<file path="src/rtl/free_list_allocator.sv">
// free_list_allocator: free-bitmap pool of N_ENTRIES indices, one allocation and one return per cycle.
//   clk, rst_n        : rising-edge clock, asynchronous active-low reset
//   flush             : synchronous restore of the pool to its reset contents
//   alloc_req         : consumer takes alloc_idx this cycle (ignored when alloc_valid=0)
//   alloc_valid/idx   : a free index is offered (idx is 0 when nothing is free)
//   free_valid/idx    : index returned to the pool
//   free_count        : registered number of free entries
//   double_free_err   : one-cycle pulse for an illegal free in the previous cycle
module free_list_allocator #(
   parameter int N_ENTRIES  = 32,
   parameter int IDX_W      = $clog2(N_ENTRIES),
   parameter int N_RESERVED = 0,
   parameter int POLICY     = 0
) (
   input  logic             clk,
   input  logic             rst_n,
   input  logic             flush,
   input  logic             alloc_req,
   output logic             alloc_valid,
   output logic [IDX_W-1:0] alloc_idx,
   input  logic             free_valid,
   input  logic [IDX_W-1:0] free_idx,
   output logic [IDX_W:0]   free_count,
   output logic             double_free_err
);
   localparam logic [N_ENTRIES-1:0] ONE     = {{(N_ENTRIES-1){1'b0}}, 1'b1};
   localparam logic [N_ENTRIES-1:0] RST_MAP = ~((ONE << N_RESERVED) - ONE);
   localparam logic [IDX_W:0]       RST_CNT = (IDX_W+1)'(N_ENTRIES - N_RESERVED);
   localparam logic [IDX_W:0]       N_W     = (IDX_W+1)'(N_ENTRIES);
   logic [N_ENTRIES-1:0] map_q, map_d;
   logic [IDX_W-1:0]     rr_q, rr_d;
   logic [IDX_W:0]       cnt_q, cnt_d;
   logic                 err_q, err_d;
   logic                 grant, in_range, legal_free;
   logic [IDX_W:0]       j;
   // Later hits overwrite earlier ones, so each policy scans toward its most preferred index last.
   // Round-robin scans from rr_ptr+N-1 down to rr_ptr (mod N), leaving the first free at/after rr_ptr.
   always_comb begin
      alloc_idx = '0;
      j         = '0;
      for (int k = 0; k < N_ENTRIES; k++) begin
         if (POLICY == 1) begin
            if (map_q[k]) alloc_idx = IDX_W'(k);
         end else begin
            j = (POLICY == 2) ? {1'b0, rr_q} + (IDX_W+1)'(N_ENTRIES-1-k) : (IDX_W+1)'(N_ENTRIES-1-k);
            j = (j >= N_W) ? j - N_W : j;
            if (map_q[j[IDX_W-1:0]]) alloc_idx = j[IDX_W-1:0];
         end
      end
   end
   assign alloc_valid = |map_q;
   assign grant       = alloc_req & alloc_valid;
   assign in_range    = {1'b0, free_idx} < N_W;
   // A free of the index granted this cycle sees its pre-edge bit still set, so it is rejected.
   assign legal_free  = free_valid & in_range & ~map_q[free_idx];
   always_comb begin
      map_d = map_q;
      if (grant) map_d[alloc_idx] = 1'b0;
      if (legal_free) map_d[free_idx] = 1'b1;
      rr_d  = (POLICY == 2 && grant) ? ((alloc_idx == IDX_W'(N_ENTRIES-1)) ? '0 : alloc_idx + IDX_W'(1)) : rr_q;
      cnt_d = cnt_q + (IDX_W+1)'(legal_free) - (IDX_W+1)'(grant);
      err_d = free_valid & ~legal_free;
      if (flush) begin
         map_d = RST_MAP;
         rr_d  = '0;
         cnt_d = RST_CNT;
         err_d = 1'b0;
      end
   end
   always_ff @(posedge clk or negedge rst_n) begin
      if (!rst_n) begin
         map_q <= RST_MAP;
         rr_q  <= '0;
         cnt_q <= RST_CNT;
         err_q <= 1'b0;
      end else begin
         map_q <= map_d;
         rr_q  <= rr_d;
         cnt_q <= cnt_d;
         err_q <= err_d;
      end
   end
   assign free_count      = cnt_q;
   assign double_free_err = err_q;
endmodule

</file>
<file path="config.mk">
export PLATFORM = sky130hd
export DESIGN_NAME = free_list_allocator
export DESIGN_NICKNAME = d
export VERILOG_FILES = /design/src/rtl/free_list_allocator.sv
export SDC_FILE = /design/constraint.sdc
export NUM_CORES = 1
export LEC_CHECK = 0
export CAP_MARGIN = 20
export CORE_ASPECT_RATIO = 0.8
export CORE_UTILIZATION = 50
export DETAILED_ROUTE_END_ITERATION = 12
export PLACE_DENSITY = 0.75
export SETUP_SLACK_MARGIN = 0.3
export SYNTH_ARGS = -nofsm -noshare
export SYNTH_HDL_FRONTEND = slang
export SYNTH_SLANG_ARGS = --single-unit
</file>
<file path="constraint.sdc">
create_clock -name clk -period 8.5 [get_ports clk]
set_input_delay 2.55 -clock clk [delete_from_list [all_inputs] [get_ports clk]]
set_output_delay 2.55 -clock clk [all_outputs]
set_load 0.01 [all_outputs]
</file>
==> results.md, run 1 <==
* Average wire length per cell after detail routing at between 15 and 20 µm
* Residual DRC count at 0
* Proportion of netlist area held by the largest area contributor at a little under a third
* Antenna violations before repair at 0
* Leading cell type in the layout, fill and taps excluded: sky130_fd_sc_hd__dfstp_2
* Standard cell with the maximum stage delay on the critical path: sky130_fd_sc_hd__clkdlybuf4s50_1
* Minimum clock period after layout at 6.07 ns
* Filler-free cell count of the finished design at approximately 400
* Share of layout cells above drive strength 1 at 19.6%
* Flip-flop cell with the highest count after synthesis: sky130_fd_sc_hd__dfstp_2
* Post-synthesis cell count at 309
* Met2 usage at 37.8%
* Count of warnings emitted by yosys at 0
* Via count of the first global-routing pass at around 2500
* Met3 global-route usage at 7.02%
* Rel. slew slack at ~28%
* Global-route wire length before repair at ~13000 µm
* Setup repair after global routing missed its margin: false
* Average cell area after synthesis at between 9 and 10 µm²
* CTS clock-pin slew for the worst setup and hold paths at ~0.070 ns
* Routability Congestion at approximately 1.0
* I/O pin total at 23
* Proportion of synthesized flip-flops having asynchronous set or reset at 100%
* Clock latency of the later-clocked register in the worst-skew pair at around 0.30 ns
* Max FO, Critical Path at 17
* Buffer and inverter count on the worst path at 2
* CP Cell Sequence: clkdlybuf4s50_1 > mux4_2 > a32oi_1 > nand3_2 > nand2_1 > nand3_1 > ha_1 > inv_1 > ha_1 > fa_1 > a21oi_1 > nor2_1 > nor2_1 > xor2_1 > nor2_1
* Total core area at approximately 5500 µm²
* Cell-internal power at between 0.0003 and 0.0004 W
* Required @ worst endpoint at a little under 9 ns
* Simple logic cell fraction of the synthesized area at about 25%
* Result of the run: completed
* Sequential fraction of design power at between 40% and 50%
* Max rail drop VDD at a little over 100 µV
* Compound-cell area share of the yosys netlist at 23.4%
* Final setup fails at 0
* Multiplexer share of the synthesized area at between 6 and 7%
* Root buf cell: sky130_fd_sc_hd__clkbuf_8
* Count of input and output buffers at 22
* Iteration-0 DRC count of the detailed router at 311
* Number of antenna cells inserted at 0
* Total net switching power at ~0.00015 W
* Share of power burned in combinational logic at around 30%
* Filler cells at 500
* Top post-synthesis cells by area: sky130_fd_sc_hd__dfstp_2 (30%), sky130_fd_sc_hd__a221o_1 (7.7%), sky130_fd_sc_hd__dfrtp_1 (5.3%)
* Effective utilization at floorplan at 52.2%
* Worst Setup Path Type: primary input to register
* Seq cells post-synth at 39
* Switching Share at a little under a third
* Die Ht at between 60 and 70 µm
* Total Neg Setup Slack at 0 ns
* Final-report hold violation count at 0
* Detailed-route vias per instance at around 6.7
* Area leader, netlist: sky130_fd_sc_hd__dfstp_2
* CP Capture Type: register
* Number of distinct library cells after synthesis at 60
* Via count at around 2700
* Period utilisation layout at a little under three quarters
* Area added between synthesis and finish at 11.8%
* Clock Skew at 0.00706 ns
* Maximum number of pins on one net before global-route repair at 45
* Post-DP HPWL at around 5700 µm
* Count of pins over their slew limit at 0
* Number of antenna-violating nets in the routed design at 0
* Post-CTS Resized at 0
* Xor and xnor area share after synthesis at around 1.5%
* Number of placed cells counting well taps at roughly 400
* Global-route usage over all layers at ~29%
* Power per cell area at 147 nW/µm²
* Commonest cells after routing, fill and taps aside: sky130_fd_sc_hd__dfstp_2 (33), sky130_fd_sc_hd__nor2_1 (28), sky130_fd_sc_hd__a221o_1 (22)
* Routed Wire Length at around 8000 µm
* Total number of nets in the final design at ~340
* Clock Power Share at roughly a quarter
* Main combinational cell family by area after synthesis: simple AND/OR/NAND/NOR gates
* Number of buffers added by the clock tree synthesis step at 5
* Floorplan die area at 6020 µm²
* Hold Buf Count CTS at 0
* Clock tree from TritonCTS: yes
* Global route overflow at 0
* Seq/Total Area, Yosys at 35.6%
* Maximum clock rate at 165 MHz
* Count of flip-flops with a built-in enable after synthesis at 0
* Worst hold-check path type: register to register
* CP max stage delay at roughly 1.0 ns
* Buffers inserted by post-CTS timing repair at 0
* First-pass iteration count of the detailed router at 5
* Signal arrival time at the worst endpoint at 6.24 ns
* Crit-path most repeated cell: sky130_fd_sc_hd__nor2_1
* Met1 global-route usage at 45.0%
* # rows at 24
* Maximum buffer depth of the clock tree at 2
* Leakage at around 1.1 nW
* H-tree levels at 2
* MaxCap Viol Count at 0
* Crit path max-delay family: buffers and inverters
* Peak-usage layer in the global routing report: met1
* Number of sinks driven by the clock tree at 39
* Transition time at the pin with the least slew margin at 1.08 ns
* Die X-Extent at 86.5 µm
* Startpoint types: primary input
* Post-synthesis adder-cell area fraction at approximately 3.3%
* Post-Syn Nets at about 330
* Post-synth design cell area at 2860 µm²
==> per-stage QoR <==
| stage | hold slack (ns) | utilization, % | setup slack (ns) | cell area, µm² | total power, W |
|---|---|---|---|---|---|
| final | 0.533 | 58.4 | 2.43 | 3190 | 0.000469 |
| after global routing | 0.555 | 58.4 | 2.17 | 3190 | 0.000500 |
| after CTS | 0.528 | 58.4 | 2.46 | 3190 | 0.000473 |
| after detailed placement | 0.517 | 57.0 | 2.14 | 3120 | 0.000352 |
| after floorplan | 0.475 | - | 3.28 | 2860 | 0.000306 |
| after global placement | 0.498 | 57.0 | 2.24 | 3120 | 0.000351 |
==> flip-flops by register name (all words and copies together), names as in the netlist <==
name and cells:
free_count 6, double_free_err 1, map_q 32
==> power by group through the flow <==
stage          sequential, W  combinational [W]  clock [W]
2_1_floorplan       0.000215          0.0000908          0
3_3_place_gp        0.000212           0.000138          0
3_5_place_dp        0.000213           0.000139          0
4_1_cts             0.000210           0.000140   0.000123
5_1_grt             0.000212           0.000158   0.000130
6_report            0.000210           0.000140   0.000119
==> per-layer routing <==
metal	vias to the layer above	part of all wire (%)
li1	1205	-
met4	0	1.7
met3	20	12
met1	1299	44
met5	-	0
met2	168	42
==> cell families after synthesis <==
kind of cell,after synthesis
fa+ha+maj,7
compound gates,87
flops,39
mux,15
simple gates,122
xor+xnor,5
buf+inv,34
==> worst min-delay path: cells and delay by family, from the launching register on <==
family | cells | cell delay (ns)
simple gates | 1 | 0.06
flops | 1 | 0.40
compound gates | 1 | 0.07
==> layout make-up <==
cell class | instances | area [µm²] | share of cell area (%)
clock buffers | 7 | 76.3 | 2.39
inverters | 18 | 67.6 | 2.12
repair buffers | 26 | 245 | 7.68
well taps | 78 | 97.6 | 3.06
multi-input cells | 236 | 1690 | 52.9
flip-flops and latches | 39 | 1020 | 31.9
==> cell usage after synthesis (8+ instances only) <==
master and instances:
sky130_fd_sc_hd__dfstp_2 33, sky130_fd_sc_hd__nor2_1 28, sky130_fd_sc_hd__a221o_1 22, sky130_fd_sc_hd__a21oi_1 19, sky130_fd_sc_hd__inv_1 18, sky130_fd_sc_hd__nand2_1 15
sky130_fd_sc_hd__nand3_1 12, sky130_fd_sc_hd__nand3b_1 11, sky130_fd_sc_hd__a211oi_1 9, sky130_fd_sc_hd__o21ai_0 9, sky130_fd_sc_hd__clkbuf_1 8, sky130_fd_sc_hd__mux2_2 8
==> path summary, 6_finish.rpt <==
kind | start | endpoint | slack (ns) | cells after the start
setup / recovery | free_idx[1] | free_count[4] | 2.43 | 15
hold / removal | map_q[4] | map_q[4] | 0.53 | 2
setup reg to reg | map_q[10] | free_count[4] | 5.34 | 14
hold reg to reg | map_q[4] | map_q[4] | 0.53 | 2
max in group asynchronous | rst_n | free_count[4] | 5.62 | 1
min in group asynchronous | rst_n | free_count[2] | 2.36 | 1
(Power assumes the default switching activity.)
==> inputs of run 2 (changes only) <==
--- a/config.mk
+++ b/config.mk
@@ -9,7 +9,7 @@
 export CORE_ASPECT_RATIO = 0.8
 export CORE_UTILIZATION = 50
 export DETAILED_ROUTE_END_ITERATION = 12
-export PLACE_DENSITY = 0.75
+export PLACE_DENSITY = 0.78
 export SETUP_SLACK_MARGIN = 0.3
 export SYNTH_ARGS = -nofsm -noshare
 export SYNTH_HDL_FRONTEND = slang
==> constraint.sdc (replaced) <==
create_clock -name clk -period 5.5 [get_ports clk]
set_input_delay 1.65 -clock clk [delete_from_list [all_inputs] [get_ports clk]]
set_output_delay 1.65 -clock clk [all_outputs]
set_load 0.01 [all_outputs]
==> run 2 against run 1 <==
  * Design area rose by 2.4%
  * Utilization rose by 1.4 points
  * Critical endpoint unchanged
  * First-iteration DRC count shrank 32%
  * Power is 62% higher
  * Combinational power is 58% higher
  * Critical path depth is the same
  * Global-route usage increased by 0.12 points
  * Die area is the same
  * Clock skew shrank 0.00056 ns
==> results.md, run 2 (synthesis gave the netlist of run 1 again) <==
* CP max stage delay at approximately 0.87 ns
* Maximum clock rate at between 150 and 200 MHz
* Signal arrival time at the worst endpoint at just over 5 ns
* Worst hold-check path type: register to register
* Global-route usage over all layers at 28.8%
* Die X-Extent at just under 90 µm
* Met1 global-route usage at between 40% and 50%
* Count of input and output buffers at 22
* First-pass iteration count of the detailed router at 5
* Maximum buffer depth of the clock tree at 2
* Worst setup slack before clock tree synthesis at just under 0.2 ns
* Post-DP HPWL at roughly 6000 µm
* Period utilisation layout at 91.6%
* Detailed-route vias per instance at 6.47
* Total core area at between 5000 and 6000 µm²
* Average wire length per cell after detail routing at 19.6 µm
* Peak-usage layer in the global routing report: met1
* Effective utilization at floorplan at 52.2%
* Routability Congestion at 0.995
* MaxCap Viol Count at 0
* Via count of the first global-routing pass at around 2500
* Worst Slack Setup Final at 0.462 ns
* Result of the run: completed
* Transition time at the pin with the least slew margin at 0.841 ns
* Commonest cells after routing, fill and taps aside: sky130_fd_sc_hd__dfstp_2 (33), sky130_fd_sc_hd__nor2_1 (28), sky130_fd_sc_hd__a221o_1 (22)
* Post-CTS Resized at 0
* Iteration-0 DRC count of the detailed router at about 210
* H-tree levels at 2
* Hold Buf Count CTS at 0
* I/O pin total at 23
* Clock latency of the later-clocked register in the worst-skew pair at ~0.3 ns
* Share of layout cells above drive strength 1 at between 20 and 25%
* Filler cells at between 400 and 500
* Floorplan die area at approximately 6000 µm²
* Routed Wire Length at approximately 8100 µm
* CP Capture Type: register
* Power per cell area at around 230 nW/µm²
* Number of buffers added by the clock tree synthesis step at 5
* Met2 usage at just under 40%
* DP Area at approximately 3200 µm²
* Global-route wire length before repair at approximately 13000 µm
* Total Neg Setup Slack at 0 ns
* Global route overflow at 0
* Maximum number of pins on one net before global-route repair at 40
* Total number of nets in the final design at 350
* Leading cell type in the layout, fill and taps excluded: sky130_fd_sc_hd__dfstp_2
* Startpoint types: primary input
* CP Cell Sequence: clkdlybuf4s50_1 > mux4_2 > a32oi_1 > nand3_2 > nand2_1 > nand3_1 > ha_1 > inv_1 > ha_1 > fa_1 > a21oi_1 > nor2_1 > nor2_1 > xor2_1 > nor2_1
* Clock Skew at 0.00650 ns
* Required @ worst endpoint at roughly 5.7 ns
* Standard cell with the maximum stage delay on the critical path: sky130_fd_sc_hd__clkdlybuf4s50_1
* Buffers inserted by post-CTS timing repair at 0
* CTS clock-pin slew for the worst setup and hold paths at 0.07 ns
* Rel. slew slack at 43.9%
* Leakage at roughly 1.2 nW
* Via count at roughly 2700
* Root buf cell: sky130_fd_sc_hd__clkbuf_8
* Area added between synthesis and finish at 14.5%
* # rows at 24
* Number of sinks driven by the clock tree at 39
* Final-report hold violation count at 0
* Max FO, Critical Path at 12
* Worst Hold Margin at between 0.5 and 0.6 ns
* Number of antenna cells inserted at 0
* Flip-flop count of the largest register, all copies and words added at 32
* Count of pins over their slew limit at 0
* Antenna violations before repair at 0
* Die Ht at 69.6 µm
* Worst Setup Path Type: primary input to register
* Number of antenna-violating nets in the routed design at 0
* Residual DRC count at 0
* Crit-path most repeated cell: sky130_fd_sc_hd__nor2_1
* Largest Register: map_q
* Minimum clock period after layout at roughly 5.0 ns
* Max rail drop VDD at ~250 µV
* Final setup fails at 0
* Minimum setup slack among reg-to-reg paths at roughly 2.3 ns
* Clock tree from TritonCTS: yes
* Cell area after layout at between 3000 and 4000 µm²
* Met3 global-route usage at between 7 and 8%
* Setup repair after global routing missed its margin: false
[run 2: cell types whose count changed in the layout (fill, tap and decap cells not counted), sizes merged]
cell / delta
buf: +7
clkbuf: +1
[run 2: final cells by class]
type,count,area [µm²],area share (%)
clock buffer,8,100,3.06
timing repair buffer,33,298,9.11
tap,78,97.6,2.99
sequential,39,1020,31.1
inverter,18,67.6,2.07
multi-input combinational,236,1690,51.7
[run 2: metrics by stage]
stage | total power, W | utilization (%) | std cells
after floorplan | 0.000473 | - | 309
after global placement | 0.000545 | 57.9 | 403
after detailed placement | 0.000548 | 57.9 | 403
after CTS | 0.000765 | 59.7 | 411
after global routing | 0.000800 | 59.8 | 412
final | 0.000762 | 59.8 | 412
[run 2: layer usage]
layer | up-vias | share of wire [%] | wire (µm)
li1 | 1220 | - | -
met1 | 1287 | 47 | 3800
met2 | 139 | 42 | 3360
met3 | 18 | 9.6 | 774
met4 | 0 | 1.7 | 136
met5 | - | 0 | 0
[run 2: path summary, 6_finish.rpt]
kind,startpoint,end,cells past startpoint
max in group asynchronous,rst_n,free_count[4],1
min in group asynchronous,rst_n,double_free_err,1
min,map_q[4],map_q[4],2
max,free_idx[1],free_count[4],15
min reg2reg,map_q[4],map_q[4],2
max reg2reg,map_q[10],free_count[4],14
[run 2: worst max-delay path: cells and delay by family]
family | cells | cell delay, ns
AND/OR/NAND/NOR | 6 | 0.61
buffers and inverters | 2 | 0.91
multiplexers | 1 | 0.58
XOR/XNOR | 1 | 0.15
adder cells (fa/ha/maj) | 3 | 0.87
AO/OA/AOI/OAI | 2 | 0.41
[run 2: power by group]
part           total (W)  internal [W]  switching (W)
clock           0.000216      0.000114       0.000101
sequential      0.000325      0.000309      0.0000167
combinational   0.000221      0.000106       0.000114
==> inputs of run 3 (changes only) <==
--- a/config.mk
+++ b/config.mk
@@ -7,6 +7,7 @@
 export LEC_CHECK = 0
 export CAP_MARGIN = 20
 export CORE_ASPECT_RATIO = 0.8
+export CORE_MARGIN = 2
 export CORE_UTILIZATION = 50
 export DETAILED_ROUTE_END_ITERATION = 12
 export PLACE_DENSITY = 0.78
==> run 3 against run 2 <==
  * Setup slack better by 0.26 ns
  * Hold slack improved by 0.0084 ns
  * Final cell count unchanged
  * Global-route usage is 0.61 points lower
  * Clock-buffer cell count down 1
  * First-iteration DRC count shrank 8.9%
  * Sequential share of layout area is 0.084 points higher
  * Clock power down 6%
  * Via count fell by 0.45%
  * Critical path depth grew 1
  * Sequential power hardly changed
==> results.md, run 3 (synthesis gave the netlist of run 1 again) <==
* Global route overflow at 0
* Global-route wire length before repair at ~14000 µm
* Buffer and inverter count on the worst path at 3
* Number of antenna-violating nets in the routed design at 0
* Detailed-route vias per instance at between 6 and 7
* Period utilisation layout at slightly below 90%
* Worst setup slack before clock tree synthesis at between 0.4 and 0.5 ns
* Root buf cell: sky130_fd_sc_hd__clkbuf_8
* Setup repair after global routing missed its margin: false
* Count of input and output buffers at 22
* CP max stage delay at 0.65 ns
* Floorplan die area at around 6300 µm²
* Via count of the first global-routing pass at 2551
* Maximum buffer depth of the clock tree at 2
* Number of antenna cells inserted at 0
* H-tree levels at 2
* CP Capture Type: register
* Largest Register: map_q
* Crit path max-delay family: buffers and inverters
* Residual DRC count at 0
* Filler cells at roughly 510
* Routed Wire Length at slightly above 8000 µm
* Die X-Extent at ~88 µm
* Power per cell area at between 200 and 250 nW/µm²
* CTS clock-pin slew for the worst setup and hold paths at roughly 0.080 ns
* Via count at approximately 2700
* Startpoint types: primary input
* Effective utilization at floorplan at 52.0%
* Total core area at 5500 µm²
* Max FO, Critical Path at 8
* Clock latency of the later-clocked register in the worst-skew pair at approximately 0.30 ns
* Switching Share at 31.5%
* Crit-path most repeated cell: sky130_fd_sc_hd__nor2_1
* Average wire length per cell after detail routing at 19.9 µm
* Flip-flop count of the largest register, all copies and words added at 32
* Final setup fails at 0
* Maximum number of pins on one net before global-route repair at 40
* Antenna violations before repair at 0
* Worst Hold Margin at roughly 0.53 ns
* Minimum clock period after layout at 4.78 ns
* Rel. slew slack at approximately 44%
* Routability Congestion at between 0.9 and 1
* Maximum clock rate at 209 MHz
* Total net switching power at approximately 0.00024 W
* Worst Setup Path Type: primary input to register
* Commonest cells after routing, fill and taps aside: sky130_fd_sc_hd__dfstp_2 (33), sky130_fd_sc_hd__nor2_1 (28), sky130_fd_sc_hd__a221o_1 (22)
* Cell-internal power at 0.000516 W
* Worst hold-check path type: register to register
* Result of the run: completed
* DP Area at between 3000 and 4000 µm²
* First-pass iteration count of the detailed router at 5
* Transition time at the pin with the least slew margin at between 0.8 and 0.9 ns
* Clock Skew at approximately 0.0085 ns
* Number of buffers added by the clock tree synthesis step at 5
* I/O pin total at 23
* Max rail drop VDD at roughly 180 µV
* Area added between synthesis and finish at 14.2%
* Clock tree from TritonCTS: yes
* # rows at 24
* Buffers inserted by post-CTS timing repair at 0
* CP Cell Sequence: clkdlybuf4s50_1 > buf_4 > mux2i_1 > o2bb2ai_1 > a2111o_1 > nand2_1 > nand3_1 > ha_1 > inv_1 > ha_1 > fa_1 > a21oi_1 > nor2_1 > nor2_1 > xor2_1 > nor2_1
* Die Ht at slightly above 70 µm
* Leading cell type in the layout, fill and taps excluded: sky130_fd_sc_hd__dfstp_2
* Sequential fraction of design power at approximately 43%
* Worst Slack Setup Final at around 0.72 ns
* Hold Buf Count CTS at 0
* Share of layout cells above drive strength 1 at 21.9%
* Leakage at between 1 and 1.5 nW
* Cell area after layout at around 3300 µm²
* Required @ worst endpoint at between 5 and 6 ns
* Global-route usage over all layers at ~28%
* Clock Power Share at 27.0%
* Final-report hold violation count at 0
* Standard cell with the maximum stage delay on the critical path: sky130_fd_sc_hd__clkdlybuf4s50_1
* Total number of nets in the final design at between 300 and 400
* Signal arrival time at the worst endpoint at slightly below 5 ns
* Number of sinks driven by the clock tree at 39
* Iteration-0 DRC count of the detailed router at a little under 200
* MaxCap Viol Count at 0
* Share of power burned in combinational logic at a little under 30%
* Post-CTS Resized at 0
* Fin util at between 50 and 60%
* Post-DP HPWL at slightly below 6000 µm
* Count of pins over their slew limit at 0
* Total Neg Setup Slack at 0 ns
[run 3: cell type report]
class                      instances  area (µm²)  area share [%]
timing repair buffer              33         298            9.13
clock buffer                       7        86.3            2.65
clock inverter                     1        5.00           0.153
tap                               78        97.6            2.99
multi-input combinational        236        1690            51.8
sequential                        39        1020            31.2
inverter                          18        67.6            2.07
[run 3: power groups by stage]
| stage | clock [W] | sequential (W) | combinational, W |
|---|---|---|---|
| 3_5_place_dp | 0 | 0.000329 | 0.000223 |
| 3_3_place_gp | 0 | 0.000329 | 0.000216 |
| 2_1_floorplan | 0 | 0.000333 | 0.000140 |
| 4_1_cts | 0.000204 | 0.000325 | 0.000225 |
| 6_report | 0.000203 | 0.000325 | 0.000225 |
| 5_1_grt | 0.000219 | 0.000328 | 0.000256 |
[run 3: per-stage QoR]
step / total power [W] / instances
finish: 0.000753 / 412
global route: 0.000803 / 412
CTS: 0.000755 / 412
detailed placement: 0.000553 / 404
global placement: 0.000545 / 404
floorplan: 0.000473 / 309
[run 3: worst paths after layout]
check	startpoint	slack (ns)	to	cells after the start
setup reg to reg	map_q[10]	2.36	free_count[4]	14
min in group asynchronous	rst_n	1.45	double_free_err	1
setup / recovery	free_idx[1]	0.72	free_count[4]	16
hold / removal	map_q[4]	0.53	map_q[4]	2
max in group asynchronous	rst_n	3.53	free_count[3]	1
hold reg to reg	map_q[4]	0.53	map_q[4]	2
[run 3: worst register-to-register path: cells and delay by family, from the launching register on]
| family | cells | cell delay, ns |
|---|---|---|
| fa+ha+maj | 3 | 0.87 |
| compound gates | 1 | 0.14 |
| flops | 1 | 0.41 |
| buf+inv | 1 | 0.04 |
| simple gates | 8 | 1.41 |
| xor+xnor | 1 | 0.15 |
[run 3: metal layers]
| metal | track usage [%] | part of all wire [%] |
|---|---|---|
| met1 | 42.9 | 45 |
| met2 | 39.3 | 43 |
| met5 | 0 | 0 |
| met3 | 5.76 | 9.9 |
| met4 | 10.3 | 1.3 |
